### config.mk
export PLATFORM = sky130hd
export DESIGN_NAME = sram_port_arbiter_flat
export DESIGN_NICKNAME = d
export VERILOG_FILES = /design/src/rtl/sram_port_arbiter_if.sv /design/src/rtl/sram_port_arbiter.sv /design/src/flat_wrapper.sv
export SDC_FILE = /design/constraint.sdc
export NUM_CORES = 1
export LEC_CHECK = 0
export BUFFER_PORTS_ARGS = -buffer_cell sky130_fd_sc_hd__buf_2
export CAP_MARGIN = 5
export CORE_ASPECT_RATIO = 1.2
export CORE_MARGIN = 2
export CORE_UTILIZATION = 46
export DETAILED_ROUTE_END_ITERATION = 8
export PLACE_DENSITY = 0.87
export SLEW_MARGIN = 20
export SYNTH_ARGS = -nofsm -noshare
export SYNTH_HDL_FRONTEND = slang
export SYNTH_SLANG_ARGS = --single-unit
### constraint.sdc
create_clock -name Clk -period 2 [get_ports Clk]
set_input_delay 0.4 -clock Clk [delete_from_list [all_inputs] [get_ports Clk]]
set_output_delay 0.4 -clock Clk [all_outputs]
set_load 0.02 [all_outputs]
### src/rtl/sram_port_arbiter_if.sv
// Bus bundle for sram_port_arbiter: CPU port, loader port and SRAM pin signals.
// The arbiter connects to the slave modport; requesters and the pad model use master.
interface sram_port_arbiter_if #(
    parameter int ADDR_W = 20,
    parameter int DATA_W = 16
);
    logic              cpu_req;
    logic              cpu_we;
    logic [ADDR_W-1:0] cpu_addr;
    logic [DATA_W-1:0] cpu_wdata;
    logic [DATA_W-1:0] cpu_rdata;
    logic              cpu_ack;

    logic              ldr_req;
    logic              ldr_we;
    logic [ADDR_W-1:0] ldr_addr;
    logic [DATA_W-1:0] ldr_wdata;
    logic [DATA_W-1:0] ldr_rdata;
    logic              ldr_ack;

    logic              Mem_CE;
    logic              Mem_UB;
    logic              Mem_LB;
    logic              Mem_OE;
    logic              Mem_WE;
    logic [ADDR_W-1:0] Mem_ADDR;
    logic [DATA_W-1:0] Mem_DQ_out;
    logic              Mem_DQ_oe;
    logic [DATA_W-1:0] Mem_DQ_in;

    modport slave (
        input  cpu_req, cpu_we, cpu_addr, cpu_wdata,
        output cpu_rdata, cpu_ack,
        input  ldr_req, ldr_we, ldr_addr, ldr_wdata,
        output ldr_rdata, ldr_ack,
        output Mem_CE, Mem_UB, Mem_LB, Mem_OE, Mem_WE, Mem_ADDR, Mem_DQ_out, Mem_DQ_oe,
        input  Mem_DQ_in
    );

    modport master (
        output cpu_req, cpu_we, cpu_addr, cpu_wdata,
        input  cpu_rdata, cpu_ack,
        output ldr_req, ldr_we, ldr_addr, ldr_wdata,
        input  ldr_rdata, ldr_ack,
        input  Mem_CE, Mem_UB, Mem_LB, Mem_OE, Mem_WE, Mem_ADDR, Mem_DQ_out, Mem_DQ_oe,
        output Mem_DQ_in
    );
endinterface

### src/rtl/sram_port_arbiter.sv
// Shares one asynchronous SRAM between the CPU memory path and the loader port.
// Define SRAM_ARB_RR_EN for round-robin arbitration; otherwise the CPU has fixed priority.
module sram_port_arbiter #(
    parameter int ADDR_W    = 20,
    parameter int DATA_W    = 16,
    parameter int RD_CYCLES = 2,
    parameter int WR_CYCLES = 2
) (
    input  logic               Clk,
    input  logic               Reset,
    sram_port_arbiter_if.slave bus
);
    localparam int MAX_CYC = (RD_CYCLES > WR_CYCLES) ? RD_CYCLES : WR_CYCLES;
    localparam int CNT_W   = $clog2(MAX_CYC) + 1;

    typedef enum logic [1:0] {IDLE, ACCESS, DONE} state_t;

    state_t            state;
    logic [CNT_W-1:0]  cnt;
    logic              win_ldr;
    logic              lat_we;

    logic              sel_ldr;
    logic              sel_we;
    logic [ADDR_W-1:0] sel_addr;
    logic [DATA_W-1:0] sel_wdata;

`ifdef SRAM_ARB_RR_EN
    logic              last_ldr;
`endif

    always_comb begin
        sel_ldr = !bus.cpu_req;
`ifdef SRAM_ARB_RR_EN
        if (bus.cpu_req && bus.ldr_req)
            sel_ldr = !last_ldr;
`endif
        sel_we    = sel_ldr ? bus.ldr_we    : bus.cpu_we;
        sel_addr  = sel_ldr ? bus.ldr_addr  : bus.cpu_addr;
        sel_wdata = sel_ldr ? bus.ldr_wdata : bus.cpu_wdata;
    end

    always_ff @(posedge Clk) begin
        if (Reset) begin
            state          <= IDLE;
            cnt            <= '0;
            win_ldr        <= 1'b0;
            lat_we         <= 1'b0;
`ifdef SRAM_ARB_RR_EN
            last_ldr       <= 1'b1;
`endif
            bus.cpu_ack    <= 1'b0;
            bus.ldr_ack    <= 1'b0;
            bus.cpu_rdata  <= '0;
            bus.ldr_rdata  <= '0;
            bus.Mem_CE     <= 1'b1;
            bus.Mem_OE     <= 1'b1;
            bus.Mem_WE     <= 1'b1;
            bus.Mem_UB     <= 1'b1;
            bus.Mem_LB     <= 1'b1;
            bus.Mem_ADDR   <= '0;
            bus.Mem_DQ_out <= '0;
            bus.Mem_DQ_oe  <= 1'b0;
        end else begin
            case (state)
                IDLE: begin
                    if (bus.cpu_req || bus.ldr_req) begin
                        // Controls for the first ACCESS cycle are set here so every pin stays registered
                        state         <= ACCESS;
                        win_ldr       <= sel_ldr;
                        lat_we        <= sel_we;
                        cnt           <= sel_we ? CNT_W'(WR_CYCLES) : CNT_W'(RD_CYCLES);
                        bus.Mem_ADDR  <= sel_addr;
                        bus.Mem_CE    <= 1'b0;
                        bus.Mem_UB    <= 1'b0;
                        bus.Mem_LB    <= 1'b0;
                        bus.Mem_OE    <= sel_we;
                        bus.Mem_WE    <= !sel_we;
                        bus.Mem_DQ_oe <= sel_we;
                        if (sel_we)
                            bus.Mem_DQ_out <= sel_wdata;
                    end
                end
                ACCESS: begin
                    if (cnt == CNT_W'(1)) begin
                        state         <= DONE;
                        bus.Mem_CE    <= 1'b1;
                        bus.Mem_UB    <= 1'b1;
                        bus.Mem_LB    <= 1'b1;
                        bus.Mem_OE    <= 1'b1;
                        bus.Mem_WE    <= 1'b1;
                        bus.Mem_DQ_oe <= 1'b0;
                        if (win_ldr) bus.ldr_ack <= 1'b1;
                        else         bus.cpu_ack <= 1'b1;
                        if (!lat_we) begin
                            if (win_ldr) bus.ldr_rdata <= bus.Mem_DQ_in;
                            else         bus.cpu_rdata <= bus.Mem_DQ_in;
                        end
                    end else begin
                        cnt <= cnt - CNT_W'(1);
                    end
                end
                DONE: begin
                    state       <= IDLE;
                    bus.cpu_ack <= 1'b0;
                    bus.ldr_ack <= 1'b0;
`ifdef SRAM_ARB_RR_EN
                    last_ldr    <= win_ldr;
`endif
                end
                default: state <= IDLE;
            endcase
        end
    end
endmodule

### src/flat_wrapper.sv
// flat-port wrapper written by rule: the top's interface ports become plain ports
module sram_port_arbiter_flat 
#(
    parameter int ADDR_W    = 20,
    parameter int DATA_W    = 16,
    parameter int RD_CYCLES = 2,
    parameter int WR_CYCLES = 2
)
  (Clk, Reset, bus_cpu_req, bus_cpu_we, bus_cpu_addr, bus_cpu_wdata, bus_cpu_rdata, bus_cpu_ack, bus_ldr_req, bus_ldr_we, bus_ldr_addr, bus_ldr_wdata, bus_ldr_rdata, bus_ldr_ack, bus_Mem_CE, bus_Mem_UB, bus_Mem_LB, bus_Mem_OE, bus_Mem_WE, bus_Mem_ADDR, bus_Mem_DQ_out, bus_Mem_DQ_oe, bus_Mem_DQ_in);
  sram_port_arbiter_if #(.ADDR_W(ADDR_W), .DATA_W(DATA_W)) bus_i ();
  input  logic Clk;
  input  logic Reset;
  input wire logic [$bits(bus_i.cpu_req)-1:0] bus_cpu_req;
  input wire logic [$bits(bus_i.cpu_we)-1:0] bus_cpu_we;
  input wire logic [$bits(bus_i.cpu_addr)-1:0] bus_cpu_addr;
  input wire logic [$bits(bus_i.cpu_wdata)-1:0] bus_cpu_wdata;
  output wire logic [$bits(bus_i.cpu_rdata)-1:0] bus_cpu_rdata;
  output wire logic [$bits(bus_i.cpu_ack)-1:0] bus_cpu_ack;
  input wire logic [$bits(bus_i.ldr_req)-1:0] bus_ldr_req;
  input wire logic [$bits(bus_i.ldr_we)-1:0] bus_ldr_we;
  input wire logic [$bits(bus_i.ldr_addr)-1:0] bus_ldr_addr;
  input wire logic [$bits(bus_i.ldr_wdata)-1:0] bus_ldr_wdata;
  output wire logic [$bits(bus_i.ldr_rdata)-1:0] bus_ldr_rdata;
  output wire logic [$bits(bus_i.ldr_ack)-1:0] bus_ldr_ack;
  output wire logic [$bits(bus_i.Mem_CE)-1:0] bus_Mem_CE;
  output wire logic [$bits(bus_i.Mem_UB)-1:0] bus_Mem_UB;
  output wire logic [$bits(bus_i.Mem_LB)-1:0] bus_Mem_LB;
  output wire logic [$bits(bus_i.Mem_OE)-1:0] bus_Mem_OE;
  output wire logic [$bits(bus_i.Mem_WE)-1:0] bus_Mem_WE;
  output wire logic [$bits(bus_i.Mem_ADDR)-1:0] bus_Mem_ADDR;
  output wire logic [$bits(bus_i.Mem_DQ_out)-1:0] bus_Mem_DQ_out;
  output wire logic [$bits(bus_i.Mem_DQ_oe)-1:0] bus_Mem_DQ_oe;
  input wire logic [$bits(bus_i.Mem_DQ_in)-1:0] bus_Mem_DQ_in;
  assign bus_i.cpu_req = bus_cpu_req;
  assign bus_i.cpu_we = bus_cpu_we;
  assign bus_i.cpu_addr = bus_cpu_addr;
  assign bus_i.cpu_wdata = bus_cpu_wdata;
  assign bus_cpu_rdata = bus_i.cpu_rdata;
  assign bus_cpu_ack = bus_i.cpu_ack;
  assign bus_i.ldr_req = bus_ldr_req;
  assign bus_i.ldr_we = bus_ldr_we;
  assign bus_i.ldr_addr = bus_ldr_addr;
  assign bus_i.ldr_wdata = bus_ldr_wdata;
  assign bus_ldr_rdata = bus_i.ldr_rdata;
  assign bus_ldr_ack = bus_i.ldr_ack;
  assign bus_Mem_CE = bus_i.Mem_CE;
  assign bus_Mem_UB = bus_i.Mem_UB;
  assign bus_Mem_LB = bus_i.Mem_LB;
  assign bus_Mem_OE = bus_i.Mem_OE;
  assign bus_Mem_WE = bus_i.Mem_WE;
  assign bus_Mem_ADDR = bus_i.Mem_ADDR;
  assign bus_Mem_DQ_out = bus_i.Mem_DQ_out;
  assign bus_Mem_DQ_oe = bus_i.Mem_DQ_oe;
  assign bus_i.Mem_DQ_in = bus_Mem_DQ_in;
  sram_port_arbiter #(.ADDR_W(ADDR_W), .DATA_W(DATA_W), .RD_CYCLES(RD_CYCLES), .WR_CYCLES(WR_CYCLES)) u_core (.Clk(Clk), .Reset(Reset), .bus(bus_i));
endmodule
==> metrics.yaml <==
status: "complete, no violations"
post-route-drc-count: 0
fmax_mhz: 639
grt_pass1_wl_microns: 15000
slew_headroom_pct: 63.1
tightest_slew_ns: 0.553
yosys.area.top_type: "dfxtp_1"
drtIter0Drc: 128
holdWs_ns: 0.324
synthesis.area_sq_um: 3580
routed-wl-met2_microns: 4780
dieArea_sq_um: 8500
drv_cap: 0
leakage_uw: 0.00208
gp_congestion: 0.766
syn_to_final_growth_pct: 29.5
clk_latency_ns: 0.35
p_per_area_nw_per_um2: 787
fin_nets: 636
regArea_sq_um: 1600
rsz0062_at_grt: "false"
overflow: 0
wl_met1_microns: 3810
crit_path_cell_trace: "inv_1 > ha_1 > and4bb_1 > buf_4 > nand3_1 > a21oi_1"
vias: 3546
clk_pin_slew_worst_paths_ns: 0.09
row_count: 35
timing.final.ws_setup_ns: 0.435
worst_setup_path_end_kind: "register"
cts-hold-fix-buffers: 0
numPortBuffers: 169
critPathArrivalTime_ns: 1.83
maxSlewViolCount: 0
cts_resized: 0
startpoint: "u_core.cnt[1]"
final_util_pct: 60.8
hold_viol_final: 0
num_antenna_cells: 0
setup_viol: 0
cp_max_fo: 32
wl_microns: 9400
ys_seq_area_share_pct: 44.8
core_sq_um: 7620
drt_pre_antenna_iters: 4
grt_start_max_net_pins: 47
multiInputGateArea_sq_um: 1680
cts_sinks: 80
top_layer: "met4"
vdd_drop_max_mv: 0.476
dieWidth_microns: 84.5
synthTopCellsByArea: "dfxtp_1 45%, a211oi_1 9.7%, a21oi_1 8.1%"
yosysWarnings: 0
crit_required_ns: 2.27
min_period_ns: 1.57
post-cts-setup-buffers: 0
root_buffer: "clkbuf_8"
syn_nets: 485
cpPeakStageDelay_ns: 0.31
min_to: "u_core.bus.ldr_rdata[6]"
ys_ff_latch: 80
dp.final_hpwl_microns: 6790
cts.path.max_buffers: 2
antenna_found_initial: 0
critPathLaunchType: "register"
r2r_start: "u_core.cnt[1]"
numCtsBuffers: 9
critPathBufInv: 2
synth_cell_types: 38
syn_area_per_cell_sq_um: 9.17
cpLargestDelayFamily: "buffers and inverters"
pin_count: 170
hp-class: "input pin to register"
reg2regPathDepth: 6
postSynthCellCount: 390
finalClockSkew_ns: 0.0134
wl_per_cell_microns: 14.7
min_from: "bus_Mem_DQ_in[6]"
hold_path_depth: 3
wl_met3_microns: 667
finalSetupTns_ns: 0
ant_nets: 0
die_h_microns: 101
start_util_pct: 46.9
yosys.area.top_type_share_pct: 44.8
grt_usage_pct: 21.3
via_per_inst: 5.56
cts_tree: "yes"
crit_slowest_cell: "dfxtp_1"
first_global_vias: 3358
crit_type: "register to register"
cts_max_level: 3
reg2reg_slack_ns: 0.43
post-place-ws_ns: 0.205
reg2reg_to: "u_core.bus.cpu_rdata[2]"
period_share_pct: 78.3
drive_gt1_share_pct: 41.2
nFillCells: 682
-- worst min-delay path, cell delays in order --
cell	delay [ns]
buf_2	0.10
nand3_1	0.07
a21oi_1	0.05
-- cell type report --
cell class | instances | area share [%]
clock buffers | 10 | 2.97
clock inverters | 6 | 1.08
inverters | 19 | 1.54
multi-input cells | 247 | 36.4
flip-flops and latches | 80 | 34.6
well taps | 92 | 2.49
repair buffers | 184 | 21.0
-- cells in the mapped netlist (all sizes together) --
library cell	count
o21ai	33
o31ai	1
o21bai	1
and4bb	1
a2bb2oi	3
clkbuf	21
nor2b	2
buf	23
mux2	16
nor2	7
nand4bb	1
and3b	2
o211ai	1
inv	19
a21o	1
nand2	3
a311oi	1
a21oi	58
mux2i	20
a31oi	1
nand3	32
nor3	1
or2	3
ha	1
nand3b	1
a221o	1
or3b	1
or3	1
dfxtp	80
a211oi	53
o2111ai	1
-- cell families after synthesis --
| kind of cell | Yosys count | synth area share, % |
|---|---|---|
| compound gates | 155 | 27.4 |
| fa+ha+maj | 1 | 0.350 |
| buf+inv | 63 | 8.15 |
| flops | 80 | 44.8 |
| mux | 36 | 10.6 |
| simple gates | 55 | 8.74 |
-- routing by layer --
metal,up-vias,track usage (%)
li1,1720,-
met4,0,7.33
met3,15,3.77
met1,1659,25.7
met2,152,38.0
met5,-,0
-- stage by stage --
| stage | total power, uW | instances | instance area [sq um] |
|---|---|---|---|
| floorplan | 2300 | 390 | 3580 |
| global placement | 2540 | 622 | 4440 |
| detailed placement | 2570 | 622 | 4440 |
| CTS | 3680 | 638 | 4630 |
| global route | 3820 | 638 | 4630 |
| finish | 3650 | 638 | 4630 |
-- registers in the layout (all words and copies together) (netlist names), 2 cells and up --
signal / flops
u_core.bus.ldr_rdata: 16
u_core.state: 2
u_core.bus.Mem_ADDR: 20
u_core.cnt: 2
u_core.bus.cpu_rdata: 16
u_core.bus.Mem_DQ_out: 16
-- report_power, final --
group / switching (uW) / internal (uW) / leakage (uW)
combinational: 456 / 312 / 0.00133
sequential: 65.8 / 1700 / 0.000655
clock: 615 / 498 / 0.0000895
-- cell usage in the layout, fill, tap and decap left out, drive strengths merged, types with 2 or more instances in the layout --
cell      instances
dfxtp            80
or2               3
nand3            32
buf             184
a21oi            58
nor2b             2
clkinvlp          2
nand2             3
nor2              7
inv              21
a211oi           53
clkbuf           10
clkinv            2
mux2i            20
o21ai            33
mux2             16
and3b             2
a2bb2oi           3
-- worst max path at each step --
stage	end	slack (ns)	cells after the start
4_1_cts	u_core.bus.cpu_rdata[2]	0.45	6
2_1_floorplan	u_core.bus.Mem_DQ_out[10]	0.46	5
3_5_place_dp	u_core.bus.Mem_DQ_out[14]	0.21	5
6_report	u_core.bus.cpu_rdata[2]	0.43	6
5_1_grt	u_core.bus.cpu_rdata[6]	0.30	6
3_3_place_gp	u_core.bus.Mem_DQ_out[14]	0.31	5
Note: power is estimated with default switching activity, not from simulation.
